==> src/rtl/sys_array_tile_sched_pkg.sv <==
// ----------------------------------------------------------------------------
// sys_array_pkg
// Types and helpers shared by the tile scheduler, its job accounting
// sub-module and the scheduler bus interface.
//   node_idx_t     16-bit index into the split-node table
//   sched_state_e  scheduler FSM state encoding
//   sat_inc16      16-bit increment that sticks at 16'hFFFF
// ----------------------------------------------------------------------------
package sys_array_pkg;

    typedef logic [15:0] node_idx_t;

    typedef enum logic [2:0] {
        S_IDLE   = 3'd0,
        S_FETCH  = 3'd1,
        S_CHECK  = 3'd2,
        S_ISSUE  = 3'd3,
        S_DRAIN  = 3'd4,
        S_FINISH = 3'd5
    } sched_state_e;

    function automatic logic [15:0] sat_inc16(input logic [15:0] v);
        return (v == 16'hFFFF) ? v : v + 16'd1;
    endfunction

endpackage

==> src/rtl/sys_array_tile_sched_if.sv <==
// ----------------------------------------------------------------------------
// sys_array_tile_sched_if
// Bus between the tile scheduler, the node table and the array controller.
//   rd_addr / rd_*      node-table read port (data one cycle after address)
//   job_valid/job_ready tile-job handshake, job_* payload
//   tile_done           completion pulse from the array controller
// Modports: master = scheduler side, slave = table/array side.
// ----------------------------------------------------------------------------
interface sys_array_tile_sched_if;
    import sys_array_pkg::*;

    node_idx_t   rd_addr;
    logic [15:0] rd_to_n1;
    logic [15:0] rd_a_w0;
    logic [15:0] rd_a_w1;
    logic [15:0] rd_a_l0;
    logic [15:0] rd_a_l1;
    logic [15:0] rd_b_l0;
    logic [15:0] rd_b_l1;

    logic        job_valid;
    logic        job_ready;
    node_idx_t   job_node;
    logic [15:0] job_a_w0;
    logic [15:0] job_a_w1;
    logic [15:0] job_a_l0;
    logic [15:0] job_a_l1;
    logic [15:0] job_b_l0;
    logic [15:0] job_b_l1;

    logic        tile_done;

    modport master (
        output rd_addr,
        input  rd_to_n1, rd_a_w0, rd_a_w1, rd_a_l0, rd_a_l1, rd_b_l0, rd_b_l1,
        output job_valid, job_node,
        output job_a_w0, job_a_w1, job_a_l0, job_a_l1, job_b_l0, job_b_l1,
        input  job_ready, tile_done
    );

    modport slave (
        input  rd_addr,
        output rd_to_n1, rd_a_w0, rd_a_w1, rd_a_l0, rd_a_l1, rd_b_l0, rd_b_l1,
        input  job_valid, job_node,
        input  job_a_w0, job_a_w1, job_a_l0, job_a_l1, job_b_l0, job_b_l1,
        output job_ready, tile_done
    );

endinterface

==> src/rtl/sys_array_tile_sched_job_cnt.sv <==
// ----------------------------------------------------------------------------
// sys_array_job_cnt
// Tracks tile jobs in flight and per-pass issue/complete counters.
//   clk, reset_n     clock, async active-low reset
//   clr              start of a new pass: zero everything
//   accept           a job handshake completed this cycle
//   tile_done        one in-flight job finished this cycle
//   can_issue        in-flight count is below MAX_OUTSTANDING
//   none_out         nothing in flight
//   underflow        tile_done with nothing in flight (ignored otherwise)
//   jobs_issued/jobs_completed  saturating 16-bit counters
// ----------------------------------------------------------------------------
module sys_array_job_cnt
    import sys_array_pkg::*;
#(
    parameter int MAX_OUTSTANDING = 4
) (
    input  logic        clk,
    input  logic        reset_n,
    input  logic        clr,
    input  logic        accept,
    input  logic        tile_done,
    output logic        can_issue,
    output logic        none_out,
    output logic        underflow,
    output logic [15:0] jobs_issued,
    output logic [15:0] jobs_completed
);

    localparam int OW = $clog2(MAX_OUTSTANDING + 1);
    localparam logic [OW-1:0] MAX_W = OW'(MAX_OUTSTANDING);

    logic [OW-1:0] outstanding;

    assign can_issue = (outstanding < MAX_W);
    assign none_out  = (outstanding == '0);
    // A completion arriving with an acceptance in the same cycle is legal
    // even at zero in flight: the accepted job is the one being retired.
    assign underflow = tile_done & ~accept & none_out & ~clr;

    always_ff @(posedge clk or negedge reset_n) begin
        if (!reset_n) begin
            outstanding    <= '0;
            jobs_issued    <= '0;
            jobs_completed <= '0;
        end else if (clr) begin
            outstanding    <= '0;
            jobs_issued    <= '0;
            jobs_completed <= '0;
        end else begin
            if (accept && !tile_done) begin
                outstanding <= outstanding + 1'b1;
            end else if (tile_done && !accept && !none_out) begin
                outstanding <= outstanding - 1'b1;
            end
            if (accept) begin
                jobs_issued <= sat_inc16(jobs_issued);
            end
            if (tile_done && !underflow) begin
                jobs_completed <= sat_inc16(jobs_completed);
            end
        end
    end

endmodule

==> src/rtl/sys_array_tile_sched.sv <==
// ----------------------------------------------------------------------------
// sys_array_tile_sched
// Walks the split-node table from node 0 to node_last, offering every leaf
// node as a tile job to the array controller while keeping at most
// MAX_OUTSTANDING jobs in flight, then waits for all of them to complete.
//
//   state  | meaning
//   IDLE   | no pass running; done holds the last result
//   FETCH  | rd_addr = idx, table read in progress
//   CHECK  | table data valid; leaf -> latch job, else skip node
//   ISSUE  | offer job (job_valid) while in-flight limit allows
//   DRAIN  | all nodes visited, waiting for in-flight jobs to finish
//   FINISH | raise done, drop busy
//
// Ports: clk, reset_n (async active-low), start, node_last, bus (master
// modport of sys_array_tile_sched_if), busy, done, err (sticky),
// jobs_issued, jobs_completed.
// ----------------------------------------------------------------------------
module sys_array_tile_sched
    import sys_array_pkg::*;
#(
    parameter int OUT_SIZE        = 100,
    parameter int MAX_OUTSTANDING = 4
) (
    input  logic                          clk,
    input  logic                          reset_n,
    input  logic                          start,
    input  node_idx_t                     node_last,
    sys_array_tile_sched_if.master        bus,
    output logic                          busy,
    output logic                          done,
    output logic                          err,
    output logic [15:0]                   jobs_issued,
    output logic [15:0]                   jobs_completed
);

    localparam logic [2:0] ST_IDLE   = S_IDLE;
    localparam logic [2:0] ST_FETCH  = S_FETCH;
    localparam logic [2:0] ST_CHECK  = S_CHECK;
    localparam logic [2:0] ST_ISSUE  = S_ISSUE;
    localparam logic [2:0] ST_DRAIN  = S_DRAIN;
    localparam logic [2:0] ST_FINISH = S_FINISH;

    localparam logic [31:0] OUT_SIZE_W = 32'(OUT_SIZE);

    logic [2:0]  state;
    node_idx_t   idx;
    node_idx_t   node_last_q;
    node_idx_t   job_node_q;
    logic [15:0] a_w0_q, a_w1_q, a_l0_q, a_l1_q, b_l0_q, b_l1_q;

    logic accept;
    logic can_issue;
    logic none_out;
    logic underflow;
    logic at_last;
    logic bad_last;

    sys_array_job_cnt #(
        .MAX_OUTSTANDING (MAX_OUTSTANDING)
    ) u_job_cnt (
        .clk            (clk),
        .reset_n        (reset_n),
        .clr            (start),
        .accept         (accept),
        .tile_done      (bus.tile_done),
        .can_issue      (can_issue),
        .none_out       (none_out),
        .underflow      (underflow),
        .jobs_issued    (jobs_issued),
        .jobs_completed (jobs_completed)
    );

    // idx is held steady through FETCH, so the synchronous table read
    // launched by rd_addr returns its data in CHECK.
    assign bus.rd_addr   = idx;
    assign bus.job_valid = (state == ST_ISSUE) && can_issue;
    assign bus.job_node  = job_node_q;
    assign bus.job_a_w0  = a_w0_q;
    assign bus.job_a_w1  = a_w1_q;
    assign bus.job_a_l0  = a_l0_q;
    assign bus.job_a_l1  = a_l1_q;
    assign bus.job_b_l0  = b_l0_q;
    assign bus.job_b_l1  = b_l1_q;

    assign accept   = bus.job_valid & bus.job_ready;
    assign at_last  = (idx == node_last_q);
    assign bad_last = ({16'h0000, node_last} >= OUT_SIZE_W);

    always_ff @(posedge clk or negedge reset_n) begin
        if (!reset_n) begin
            state       <= ST_IDLE;
            idx         <= '0;
            node_last_q <= '0;
            busy        <= 1'b0;
            done        <= 1'b0;
            err         <= 1'b0;
            job_node_q  <= '0;
            a_w0_q      <= '0;
            a_w1_q      <= '0;
            a_l0_q      <= '0;
            a_l1_q      <= '0;
            b_l0_q      <= '0;
            b_l1_q      <= '0;
        end else if (start) begin
            idx         <= '0;
            node_last_q <= node_last;
            busy        <= 1'b1;
            done        <= 1'b0;
            err         <= bad_last;
            state       <= bad_last ? ST_FINISH : ST_FETCH;
        end else begin
            if (underflow) begin
                err <= 1'b1;
            end
            case (state)
                ST_IDLE: begin
                    state <= ST_IDLE;
                end
                ST_FETCH: begin
                    state <= ST_CHECK;
                end
                ST_CHECK: begin
                    if (bus.rd_to_n1 == 16'd0) begin
                        job_node_q <= idx;
                        a_w0_q     <= bus.rd_a_w0;
                        a_w1_q     <= bus.rd_a_w1;
                        a_l0_q     <= bus.rd_a_l0;
                        a_l1_q     <= bus.rd_a_l1;
                        b_l0_q     <= bus.rd_b_l0;
                        b_l1_q     <= bus.rd_b_l1;
                        state      <= ST_ISSUE;
                    end else if (at_last) begin
                        state <= ST_DRAIN;
                    end else begin
                        idx   <= idx + 16'd1;
                        state <= ST_FETCH;
                    end
                end
                ST_ISSUE: begin
                    if (accept) begin
                        if (at_last) begin
                            state <= ST_DRAIN;
                        end else begin
                            idx   <= idx + 16'd1;
                            state <= ST_FETCH;
                        end
                    end
                end
                ST_DRAIN: begin
                    if (none_out) begin
                        state <= ST_FINISH;
                    end
                end
                ST_FINISH: begin
                    done  <= 1'b1;
                    busy  <= 1'b0;
                    state <= ST_IDLE;
                end
                default: begin
                    state <= ST_IDLE;
                end
            endcase
        end
    end

endmodule

==> src/flat_wrapper.sv <==
// flat-port wrapper written by rule: the top's interface ports become plain ports
module sys_array_tile_sched_flat import sys_array_pkg::*;
#(
    parameter int OUT_SIZE        = 100,
    parameter int MAX_OUTSTANDING = 4
)
  (clk, reset_n, start, node_last, busy, done, err, jobs_issued, jobs_completed, bus_rd_addr, bus_rd_to_n1, bus_rd_a_w0, bus_rd_a_w1, bus_rd_a_l0, bus_rd_a_l1, bus_rd_b_l0, bus_rd_b_l1, bus_job_valid, bus_job_node, bus_job_a_w0, bus_job_a_w1, bus_job_a_l0, bus_job_a_l1, bus_job_b_l0, bus_job_b_l1, bus_job_ready, bus_tile_done);
  sys_array_tile_sched_if bus_i ();
  input  logic clk;
  input  logic reset_n;
  input  logic start;
  input  node_idx_t node_last;
  output logic busy;
  output logic done;
  output logic err;
  output logic [15:0] jobs_issued;
  output logic [15:0] jobs_completed;
  output wire logic [$bits(bus_i.rd_addr)-1:0] bus_rd_addr;
  input wire logic [$bits(bus_i.rd_to_n1)-1:0] bus_rd_to_n1;
  input wire logic [$bits(bus_i.rd_a_w0)-1:0] bus_rd_a_w0;
  input wire logic [$bits(bus_i.rd_a_w1)-1:0] bus_rd_a_w1;
  input wire logic [$bits(bus_i.rd_a_l0)-1:0] bus_rd_a_l0;
  input wire logic [$bits(bus_i.rd_a_l1)-1:0] bus_rd_a_l1;
  input wire logic [$bits(bus_i.rd_b_l0)-1:0] bus_rd_b_l0;
  input wire logic [$bits(bus_i.rd_b_l1)-1:0] bus_rd_b_l1;
  output wire logic [$bits(bus_i.job_valid)-1:0] bus_job_valid;
  output wire logic [$bits(bus_i.job_node)-1:0] bus_job_node;
  output wire logic [$bits(bus_i.job_a_w0)-1:0] bus_job_a_w0;
  output wire logic [$bits(bus_i.job_a_w1)-1:0] bus_job_a_w1;
  output wire logic [$bits(bus_i.job_a_l0)-1:0] bus_job_a_l0;
  output wire logic [$bits(bus_i.job_a_l1)-1:0] bus_job_a_l1;
  output wire logic [$bits(bus_i.job_b_l0)-1:0] bus_job_b_l0;
  output wire logic [$bits(bus_i.job_b_l1)-1:0] bus_job_b_l1;
  input wire logic [$bits(bus_i.job_ready)-1:0] bus_job_ready;
  input wire logic [$bits(bus_i.tile_done)-1:0] bus_tile_done;
  assign bus_rd_addr = bus_i.rd_addr;
  assign bus_i.rd_to_n1 = bus_rd_to_n1;
  assign bus_i.rd_a_w0 = bus_rd_a_w0;
  assign bus_i.rd_a_w1 = bus_rd_a_w1;
  assign bus_i.rd_a_l0 = bus_rd_a_l0;
  assign bus_i.rd_a_l1 = bus_rd_a_l1;
  assign bus_i.rd_b_l0 = bus_rd_b_l0;
  assign bus_i.rd_b_l1 = bus_rd_b_l1;
  assign bus_job_valid = bus_i.job_valid;
  assign bus_job_node = bus_i.job_node;
  assign bus_job_a_w0 = bus_i.job_a_w0;
  assign bus_job_a_w1 = bus_i.job_a_w1;
  assign bus_job_a_l0 = bus_i.job_a_l0;
  assign bus_job_a_l1 = bus_i.job_a_l1;
  assign bus_job_b_l0 = bus_i.job_b_l0;
  assign bus_job_b_l1 = bus_i.job_b_l1;
  assign bus_i.job_ready = bus_job_ready;
  assign bus_i.tile_done = bus_tile_done;
  sys_array_tile_sched #(.OUT_SIZE(OUT_SIZE), .MAX_OUTSTANDING(MAX_OUTSTANDING)) u_core (.clk(clk), .reset_n(reset_n), .start(start), .node_last(node_last), .bus(bus_i), .busy(busy), .done(done), .err(err), .jobs_issued(jobs_issued), .jobs_completed(jobs_completed));
endmodule
==> config.mk <==
export PLATFORM = sky130hd
export DESIGN_NAME = sys_array_tile_sched_flat
export DESIGN_NICKNAME = d
export VERILOG_FILES = /design/src/rtl/sys_array_tile_sched_pkg.sv /design/src/rtl/sys_array_tile_sched_if.sv /design/src/rtl/sys_array_tile_sched_job_cnt.sv /design/src/rtl/sys_array_tile_sched.sv /design/src/flat_wrapper.sv
export SDC_FILE = /design/constraint.sdc
export NUM_CORES = 1
export LEC_CHECK = 0
export ABC_AREA = 1
export ABC_CLOCK_PERIOD_IN_PS = 3900
export CORE_UTILIZATION = 40
export CTS_CLUSTER_SIZE = 40
export DETAILED_ROUTE_END_ITERATION = 8
export PLACE_DENSITY_LB_ADDON = 0.15
export SYNTH_ARGS = -nofsm -noshare
export SYNTH_HDL_FRONTEND = slang
export SYNTH_SLANG_ARGS = --single-unit
==> constraint.sdc <==
create_clock -name clk -period 3.9 [get_ports clk]
set_input_delay 0.39 -clock clk [delete_from_list [all_inputs] [get_ports clk]]
set_output_delay 0.39 -clock clk [all_outputs]
set_load 0.005 [all_outputs]
==> metrics.md, run 1 <==
| Metric | Value |
|---|---|
| Syn Nets | between 1,000 and 1,500 |
| Ys async rst share | 100.0% |
| Area grow syn2layout | 42.90% |
| Post-synth EDFFs | 0 |
| Fmax | 438.5 MHz |
| Critical path capture point type | register |
| Register Area | between 4000 and 5000 um^2 |
| Status | completed |
| CTS tree | built |
| Filler cells | between 1,500 and 2,000 |
| P per Cell Area | between 300 and 400 nW/um^2 |
| Nets | 1,492 |
| Synth area leader | dfrtp_1 |
| Lkg Pwr | between 5 and 6 nW |
| CP delay by family, top | simple AND/OR/NAND/NOR gates |
| Post-CTS Resized | 0 |
| Crit path cell chain | clkdlybuf4s50_1, nor2_1, nand2_1, nor2_1, nand2_1, inv_1, nand3_4, nand2_1, inv_1, nand3_2, nand2_1, o21ai_1 |
| Worst r2r src | u_core.state[0] |
| Full die area | 22,320 um^2 |
| Crit-path slowest cell | nand3_2 |
| Max-cap violations | 0 |
| Reg2reg end | u_core.bus.rd_addr[0] |
| Syn Area/Cell | about 8.1 um^2 |
| Post-synthesis instance area | 8692 um^2 |
| Total wire length | about 24,000 um |
| Crit path top cell by count | nand2_1 |
| DRC violations left | 0 |
| Clock transition at path regs | 0.07 ns |
| Pins over their slew limit | 0 |
| Sequential share of the synthesized area | a little over half |
| Finish-stage setup viols | 0 |
| Area contributors post-synth | dfrtp_1 (53%), nand2_1 (20%), inv_1 (3.1%) |
| Post-CTS Setup Bufs | 0 |
| Area of the multi-input gates | 3550 um^2 |
| Die H | between 100 and 150 um |
| Top FF cell, synth | dfrtp_1 |
| Synth top area share | about 53% |
| Num CTS Buffers | 17 |
| Largest net degree at the start of global routing | between 90 and 100 |
| Cts hold-fix bufs | 0 |
| Wirelength per Cell | between 10 and 15 um |
| CTS Buffer Depth | 2 |
| DR pass1 iterations | 5 |
| Critical path type | primary input to register |
| Least-Margin Pin Slew | about 0.84 ns |
| H-tree depth | 4 |
| Clock skew | 0.01194 ns |
| First-pass GRT wire length | between 30,000 and 40,000 um |
| Initial Util | 41.09% |
| Vias | a little under 8,000 |
| Setup Total Neg Slack | 0 ns |
| Final Critical Period | roughly 2.3 ns |
| Clock root cell | clkbuf_16 |
| Diode count | 0 |
| Gr ovfl total | 0 |
| Final Hold Fails | 0 |
| RePlAce Congestion | a little over 0.8 |
| Num ports | slightly below 300 |
| Vias in the first global route | approximately 7,400 |
| IO Port Bufs | ~300 |
| Initial antenna violation count | 0 |
| Starting DRT DRC Count | 344 |
| Hold crit path type | primary input to asynchronous set/reset pin |
| Worst hold slack | between 0.03 and 0.04 ns |
| Reg2reg path depth | 8 |
| Yosys warns | 0 |
| RSZ-0062 raised after global routing | no |
| Clock latency on the worst-skew pair | about 0.43 ns |
| Seq cells post-synth | 185 |
| FF-to-FF setup slack | roughly 1.6 ns |
| Design Power | 4.317 mW |
| Overall routing resource usage | roughly 22% |
| Worst Path Buf+Inv | 3 |
| Synth cell count leaders | nand2_1 (468), dfrtp_1 (185), inv_1 (71) |
| Synth Instances | about 1,100 |
| Core Region | about 21,000 um^2 |
| Critical Path Source Type | primary input |
| Share of cells above drive strength 1 | approximately 7.3% |
| Detail Route Antenna Nets | 0 |
| CP max FO | 38 |
| Site row count | between 50 and 60 |
| Number of distinct library cells after synthesis | 46 |
| Fin util | roughly 60% |
| Data arrival, critical path | 2.60 ns |
| Vias per inst | 4.766 |
| CTS Sinks | 185 |
| Crit share post-route | roughly three fifths |
| Die Width | roughly 150 um |
| Worst vdd ir | approximately 0.27 mV |
| Post-DP HPWL | ~17,000 um |
| Delay of the slowest critical-path stage | between 0.5 and 0.6 ns |
| Slew Limit Headroom | 43.19% |
| Critical Path RT | 4.22 ns |
| Count leader, synth | nand2_1 |
## cell usage in the layout (no fill, tap or decap), types with 3 or more instances in the layout
cell type	netlist	final
nor2_1	67	67
o21ai_1	3	3
dfrtp_1	185	185
clkinv_4	0	3
nand2_2	8	8
inv_8	0	4
clkdlybuf4s50_1	0	294
nand2_1	468	468
nor4_1	3	3
nand3_1	44	43
nand3_2	3	3
o21ai_2	14	14
inv_2	8	8
inv_1	71	71
inv_6	0	5
a21oi_1	10	10
ha_1	3	3
nand3b_1	4	4
nor3_1	17	17
nor2_4	4	5
buf_4	5	7
o21ai_0	52	52
xor2_1	18	18
clkbuf_16	0	17
nand4_1	15	15
or2_2	6	6
nor3_2	3	3
## area by class of cell
type | instances | share of cell area [%]
flip-flops and latches | 185 | 37.27
repair buffers | 304 | 24.43
well taps | 275 | 2.770
multi-input cells | 768 | 28.58
clock inverters | 14 | 1.027
inverters | 79 | 2.387
clock buffers | 18 | 3.536
## state kept, by name, indices dropped and copies added, names as in the netlist
name and flops:
u_core.busy 1, u_core.bus.rd_addr 16, u_core.bus.job_b_l1 16, u_core.bus.job_a_w1 16
u_core.bus.job_a_l1 16, u_core.state 3, u_core.err 1, u_core.node_last_q 16
u_core.bus.job_a_l0 16, u_core.bus.job_b_l0 16, u_core.u_job_cnt.jobs_completed 16, u_core.done 1
u_core.bus.job_a_w0 16, u_core.bus.job_node 16, u_core.u_job_cnt.jobs_issued 16, u_core.u_job_cnt.outstanding 3
## per-layer routing
layer / track usage [%] / routed length (um)
met1: 28.68 / 10420
met2: 37.41 / 11860
met3: 3.994 / 1366
met4: 6.224 / 401
met5: 0 / 0
## worst max-delay path by stage
stage                                       endpoint  cells after the start  slack, ns                       startpoint
floorplan           u_core.u_job_cnt.jobs_issued[11]                     12       2.27  u_core.u_job_cnt.jobs_issued[0]
global placement               u_core.bus.rd_addr[3]                     12       1.18                 bus_rd_to_n1[13]
detailed placement             u_core.bus.rd_addr[8]                     12       1.13                  bus_rd_to_n1[7]
CTS                            u_core.bus.rd_addr[8]                     12       1.57                 bus_rd_to_n1[15]
global route                  u_core.bus.rd_addr[15]                     12       1.27                  bus_rd_to_n1[1]
finish                         u_core.bus.rd_addr[0]                     12       1.62                  bus_rd_to_n1[5]
## per-stage QoR
step / std cells / worst slack, ns / area [um^2]
2_1_floorplan: 1073 / 2.270 / 8692
3_3_place_gp: 1611 / 1.181 / 11850
3_5_place_dp: 1611 / 1.132 / 11850
4_1_cts: 1643 / 1.573 / 12420
5_1_grt: 1643 / 1.265 / 12420
6_report: 1643 / 1.620 / 12420
## cells by family (layout without fill, tap and decap cells)
family | after synthesis | after routing | synth area share, %
buffers and inverters | 120 | 415 | 6.103
DFF | 185 | 185 | 53.26
and+or+nand+nor | 655 | 655 | 31.91
adders and majority gates | 4 | 4 | 0.6622
AOI/OAI and AO/OA | 89 | 89 | 6.046
xor gates and xnor gates | 20 | 20 | 2.015
## power breakdown
group,internal (mW),switching (mW)
clock,0.864,0.823
combinational,0.275,0.307
sequential,1.98,0.0654
Power figures use the tool's default switching activity.
==> inputs of run 2 (changes only) <==
- ABC_CLOCK_PERIOD_IN_PS: 3900 -> 1900
- clock period: 3.9 -> 1.9 ns (I/O delays scaled with it)
==> metrics.md, run 2 (synthesis gave the netlist of run 1 again) <==
| Metric | Value |
|---|---|
| DR pass1 iterations | 4 |
| RePlAce Congestion | between 0.8 and 0.9 |
| Hold crit path type | primary input to asynchronous set/reset pin |
| Initial antenna violation count | 0 |
| CP max FO | 5 |
| FF-to-FF setup slack | about 0.16 ns |
| First-pass GRT wire length | ~39,000 um |
| Pins over their slew limit | 0 |
| Die H | 149.4 um |
| Worst r2r src | u_core.state[2] |
| Detail Route Antenna Nets | 0 |
| Vias | just over 8,000 |
| Reg2reg path depth | 10 |
| Worst vdd ir | 0.6048 mV |
| Sw frac | between 20% and 30% |
| Wirelength per Cell | around 15 um |
| Comb pwr share | between 10% and 20% |
| Total wire length | about 25,000 um |
| Nets | ~1,500 |
| P per Cell Area | approximately 700 nW/um^2 |
| Most frequent cells in the layout | nand2_1 (467), clkdlybuf4s50_1 (294), dfrtp_1 (177) |
| Dpl cells | around 1,700 |
| Critical path capture point type | primary output |
| Reg2reg end | u_core.u_job_cnt.outstanding[1] |
| Overall routing resource usage | between 20 and 25% |
| Largest net degree at the start of global routing | 51 |
| Fmax | 550.8 MHz |
| Setup Total Neg Slack | 0 ns |
| Non-filler cells in the finished layout | 1,698 |
| Crit share post-route | about 96% |
| Final Critical Period | 1.815 ns |
| Critical path type | register to primary output |
| Full die area | approximately 22,000 um^2 |
| Vias in the first global route | ~7,600 |
| H-tree depth | 4 |
| Least-Margin Pin Slew | slightly above 0.5 ns |
| Slew Limit Headroom | 65.83% |
| Share of cells above drive strength 1 | a little under an eighth |
| Max-cap violations | 0 |
| Die Width | ~150 um |
| Final Hold Fails | 0 |
| Commonest non-fill, non-tap cell in the layout | nand2_1 |
| Critical Path RT | between 1.5 and 2 ns |
| Data arrival, critical path | around 1.6 ns |
| Site row count | between 50 and 60 |
| Area grow syn2layout | 50.21% |
| Clk pwr share | roughly two fifths |
| IO Port Bufs | 296 |
| Core Region | approximately 21,000 um^2 |
| Lkg Pwr | just over 6 nW |
| Worst hold slack | roughly 0.26 ns |
| Clock skew | roughly 0.014 ns |
| Starting DRT DRC Count | roughly 330 |
| Initial Util | 41.09% |
| Internal power | between 6 and 7 mW |
| Design Power | 9.092 mW |
| Finish-stage setup viols | 0 |
| Num CTS Buffers | 17 |
| Net Switching | between 2 and 3 mW |
| Reg power frac | between 40% and 50% |
| Num ports | about 300 |
| Crit path from | u_core.state[2] |
| Clock root cell | clkbuf_16 |
| DRC violations left | 0 |
| Diode count | 0 |
| Post-DP HPWL | ~18,000 um |
| Gr ovfl total | 0 |
| RSZ-0062 raised after global routing | yes |
| Vias per inst | 4.746 |
| Clock latency on the worst-skew pair | between 0.4 and 0.5 ns |
| Clock transition at path regs | roughly 0.080 ns |
| Status | completed |
| Critical Path Source Type | register |
| CTS Buffer Depth | 2 |
| CTS tree | built |
| CTS Sinks | around 190 |
-- run 2: power by group through the flow --
stage,clock network (mW),registers (mW),logic (mW)
2_1_floorplan,0,4.25,0.649
3_3_place_gp,0,4.26,1.30
3_5_place_dp,0,4.26,1.31
4_1_cts,3.60,4.19,1.32
5_1_grt,3.75,4.22,1.57
6_report,3.49,4.20,1.40
-- run 2: worst max path at each step --
stage / endpoint / cells past startpoint
final: bus_job_valid / 4
after global routing: u_core.u_job_cnt.jobs_issued[5] / 9
after CTS: bus_job_valid / 4
after detailed placement: u_core.bus.job_b_l1[0] / 12
after global placement: u_core.bus.job_a_w0[0] / 12
after floorplan: u_core.u_job_cnt.jobs_issued[11] / 12
-- run 2: area by class of cell --
type,instances,area [um^2]
clock buffers,17,425.4
clock inverters,15,156.4
fillers,1876,8098
inverters,79,296.5
multi-input cells,769,3590
flip-flops and latches,185,4639
well taps,275,344.1
repair buffers,358,3605
-- run 2: timing repair --
action	4_1_cts	5_1_grt
pin swaps	1	5
hold endpoints to repair	42	0
hold buffers	1	0
gates cloned	0	1
endpoints found under the setup margin	1	35
buffers inserted	1	11
resized for setup	1	15
-- run 2: critical path, cell delays in order (launching register included) --
cell and delay (ns):
dfrtp_1 0.38, inv_2 0.10, nand3_4 0.09, nor2_4 0.11
clkdlybuf4s50_1 0.51
-- run 2: layer usage --
metal / GRT usage [%] / routed length [um]
met1: 27.82 / 10460
met2: 38.26 / 12340
met3: 4.604 / 1636
met4: 6.786 / 381
met5: 0 / 0
-- run 2: through the flow --
step                instance area [um^2]  util, %  worst slack (ns)
floorplan                           8692        -            0.2696
global placement                   12320    58.26          -0.01429
detailed placement                 12320    58.26          -0.06212
CTS                                12920    61.09          0.005144
global route                       13060    61.72          -0.01118
finish                             13060    61.72           0.08454
==> patch (settings of run 2) <==
Register the output `err` once more, cleared by the reset; this adds one clock of latency there. The other outputs are not delayed to match.
--- a/src/rtl/sys_array_tile_sched.sv
+++ b/src/rtl/sys_array_tile_sched.sv
@@ -44,2 +44,4 @@
     localparam logic [31:0] OUT_SIZE_W = 32'(OUT_SIZE);
+
+    logic err_s0;
 
@@ -96,3 +98,3 @@
             done        <= 1'b0;
-            err         <= 1'b0;
+            err_s0      <= 1'b0;
             job_node_q  <= '0;
@@ -109,3 +111,3 @@
             done        <= 1'b0;
-            err         <= bad_last;
+            err_s0      <= bad_last;
             state       <= bad_last ? ST_FINISH : ST_FETCH;
@@ -113,3 +115,3 @@
             if (underflow) begin
-                err <= 1'b1;
+                err_s0 <= 1'b1;
             end
@@ -166,2 +168,10 @@
 
+    always_ff @(posedge clk or negedge reset_n) begin
+        if (!reset_n) begin
+            err <= '0;
+        end else begin
+            err <= err_s0;
+        end
+    end
+
 endmodule
Function: changed (Yosys sat finds a counterexample within 4 cycles, from zero or initial values and one cycle with reset_n low).
==> patch against run 2 <==
Wire length fell by 0.50%. Hold slack got worse by 0.82 ps. Final area fell by 0.30%. Fmax fell by 0.83%. First-iteration DRC count rose by 13%. Total power fell by 0.39%. Area after synthesis rose by 0.29%. Sequential cell count rose by 1. Combinational power fell by 3%. Via count fell by 1.1%. Worst setup slack got worse by 15 ps. Critical endpoint unchanged. Largest power group unchanged. Highest routed layer unchanged.
==> patch: results (changes against run 2) <==
.. list-table::
   :header-rows: 1

   * - Metric
     - Value
   * - Sequential area share after synthesis
     - 0.5339 (+0.001342)
   * - Synthesized instance count
     - 1074 (+0.093%)
   * - Wire length of the first global-routing pass
     - 38960 um (about the same)
   * - Met1 routed wirelength after detailed routing
     - 10450 um (-0.11%)
   * - Mean routed wirelength per cell
     - 14.62 um (about the same)
   * - Via Count
     - 7973 (-1.1%)
   * - Setup Slack @ Placement
     - -28.13 ps (+33.99 ps)
   * - Count of routing violations after the opening detailed-route iteration
     - 375 (+13%)
   * - Main area contributors after synthesis
     - sky130_fd_sc_hd__dfrtp_1, sky130_fd_sc_hd__nand2_1, sky130_fd_sc_hd__inv_1
   * - Status
     - finished, final reports clean
   * - All-layer global routing usage
     - 0.2218 (-0.0003539)
   * - Number of nets in the finished design
     - 1538 (-0.58%)
   * - Detailed-routed wire length on met2
     - 12490 um (+1.2%)
   * - Syn nets
     - 1211 (+0.083%)
   * - Standby leakage power
     - 0.006129 uW (-0.59%)
   * - Synth top cells by count
     - sky130_fd_sc_hd__nand2_1, sky130_fd_sc_hd__dfrtp_1, sky130_fd_sc_hd__inv_1
   * - Met1 track utilization from global routing
     - 0.2832 (+0.004996)
   * - Share of layout cells above drive strength 1
     - 0.1061 (-0.009870)
   * - HPWL after detailed placement
     - 18350 um (-0.30%)
   * - Maximum resistive drop on vdd
     - 0.5997 mV (-0.85%)
   * - Initial antenna violation count
     - 1 (+1)
   * - Vias per cell
     - 4.718 (-0.60%)
   * - Number of global-route vias before repair
     - 7580 (-0.79%)
   * - Setup skew after layout
     - 15.39 ps (+1.471 ps)
   * - Dpl cell area
     - 0.01236 mm2 (+0.33%)
   * - Routed met3 length
     - 1505 um (-8.0%)
   * - Remaining max-slew budget at the tightest pin
     - 0.6431 (-0.01523)
   * - Cell count after placement
     - 1650 (-0.12%)
   * - Post CTS Setup Buffer Count
     - 2 (+1)
patch: cell types whose count changed after synthesis:
cell,before,now
sky130_fd_sc_hd__dfrtp_1,185,186
patch: area by class of cell:
cell class / count / area (um2)
tap: 275 / 344.1
multi-input combinational: 768 / 3560
timing repair buffer: 349 / 3575
sequential: 186 / 4659
clock buffer: 17 / 425.4
fill: 1884 / 8203
inverter: 79 / 296.5
antenna: 1 / 2.502
clock inverter: 15 / 155.1
patch: cells by family (layout without fill, tap and decap cells):
logic type | after synthesis | count (layout) | share of synthesized area
other | 0 | 1 | 0
flip-flops | 186 | 186 | 0.5339
adder cells (fa/ha/maj) | 4 | 4 | 0.006603
AO/OA/AOI/OAI | 89 | 89 | 0.06028
buffers and inverters | 120 | 460 | 0.06086
XOR/XNOR | 20 | 20 | 0.02009
AND/OR/NAND/NOR | 655 | 655 | 0.3182
patch: path summary, 6_finish.rpt:
path | depth (start not counted) | startpoint | to | slack (ps)
worst max-delay path | 4 | u_core.state[2]$_DFFE_PN0P_ | bus_job_valid | 70
worst min-delay path | 2 | reset_n | u_core.u_job_cnt.jobs_issued[3]$_DFFE_PN0P_ | 260
worst max register to register | 11 | u_core.u_job_cnt.jobs_issued[1]$_DFFE_PN0P_ | u_core.u_job_cnt.jobs_issued[13]$_DFFE_PN0P_ | 140
worst min register to register | 0 | u_core.err_s0$_DFFE_PN0P_ | u_core.err$_DFF_PN0_ | 380
max in group asynchronous | 3 | reset_n | u_core.bus.job_node[8]$_DFFE_PN0P_ | 990
min in group clk | 4 | start | u_core.node_last_q[15]$_DFFE_PN0P_ | 280
patch: power by group:
group          total [uW]  switching, uW  internal (uW)
registers            4220            123           4090
clock network        3480           1730           1760
logic                1360            689            672
total                9060           2540           6520
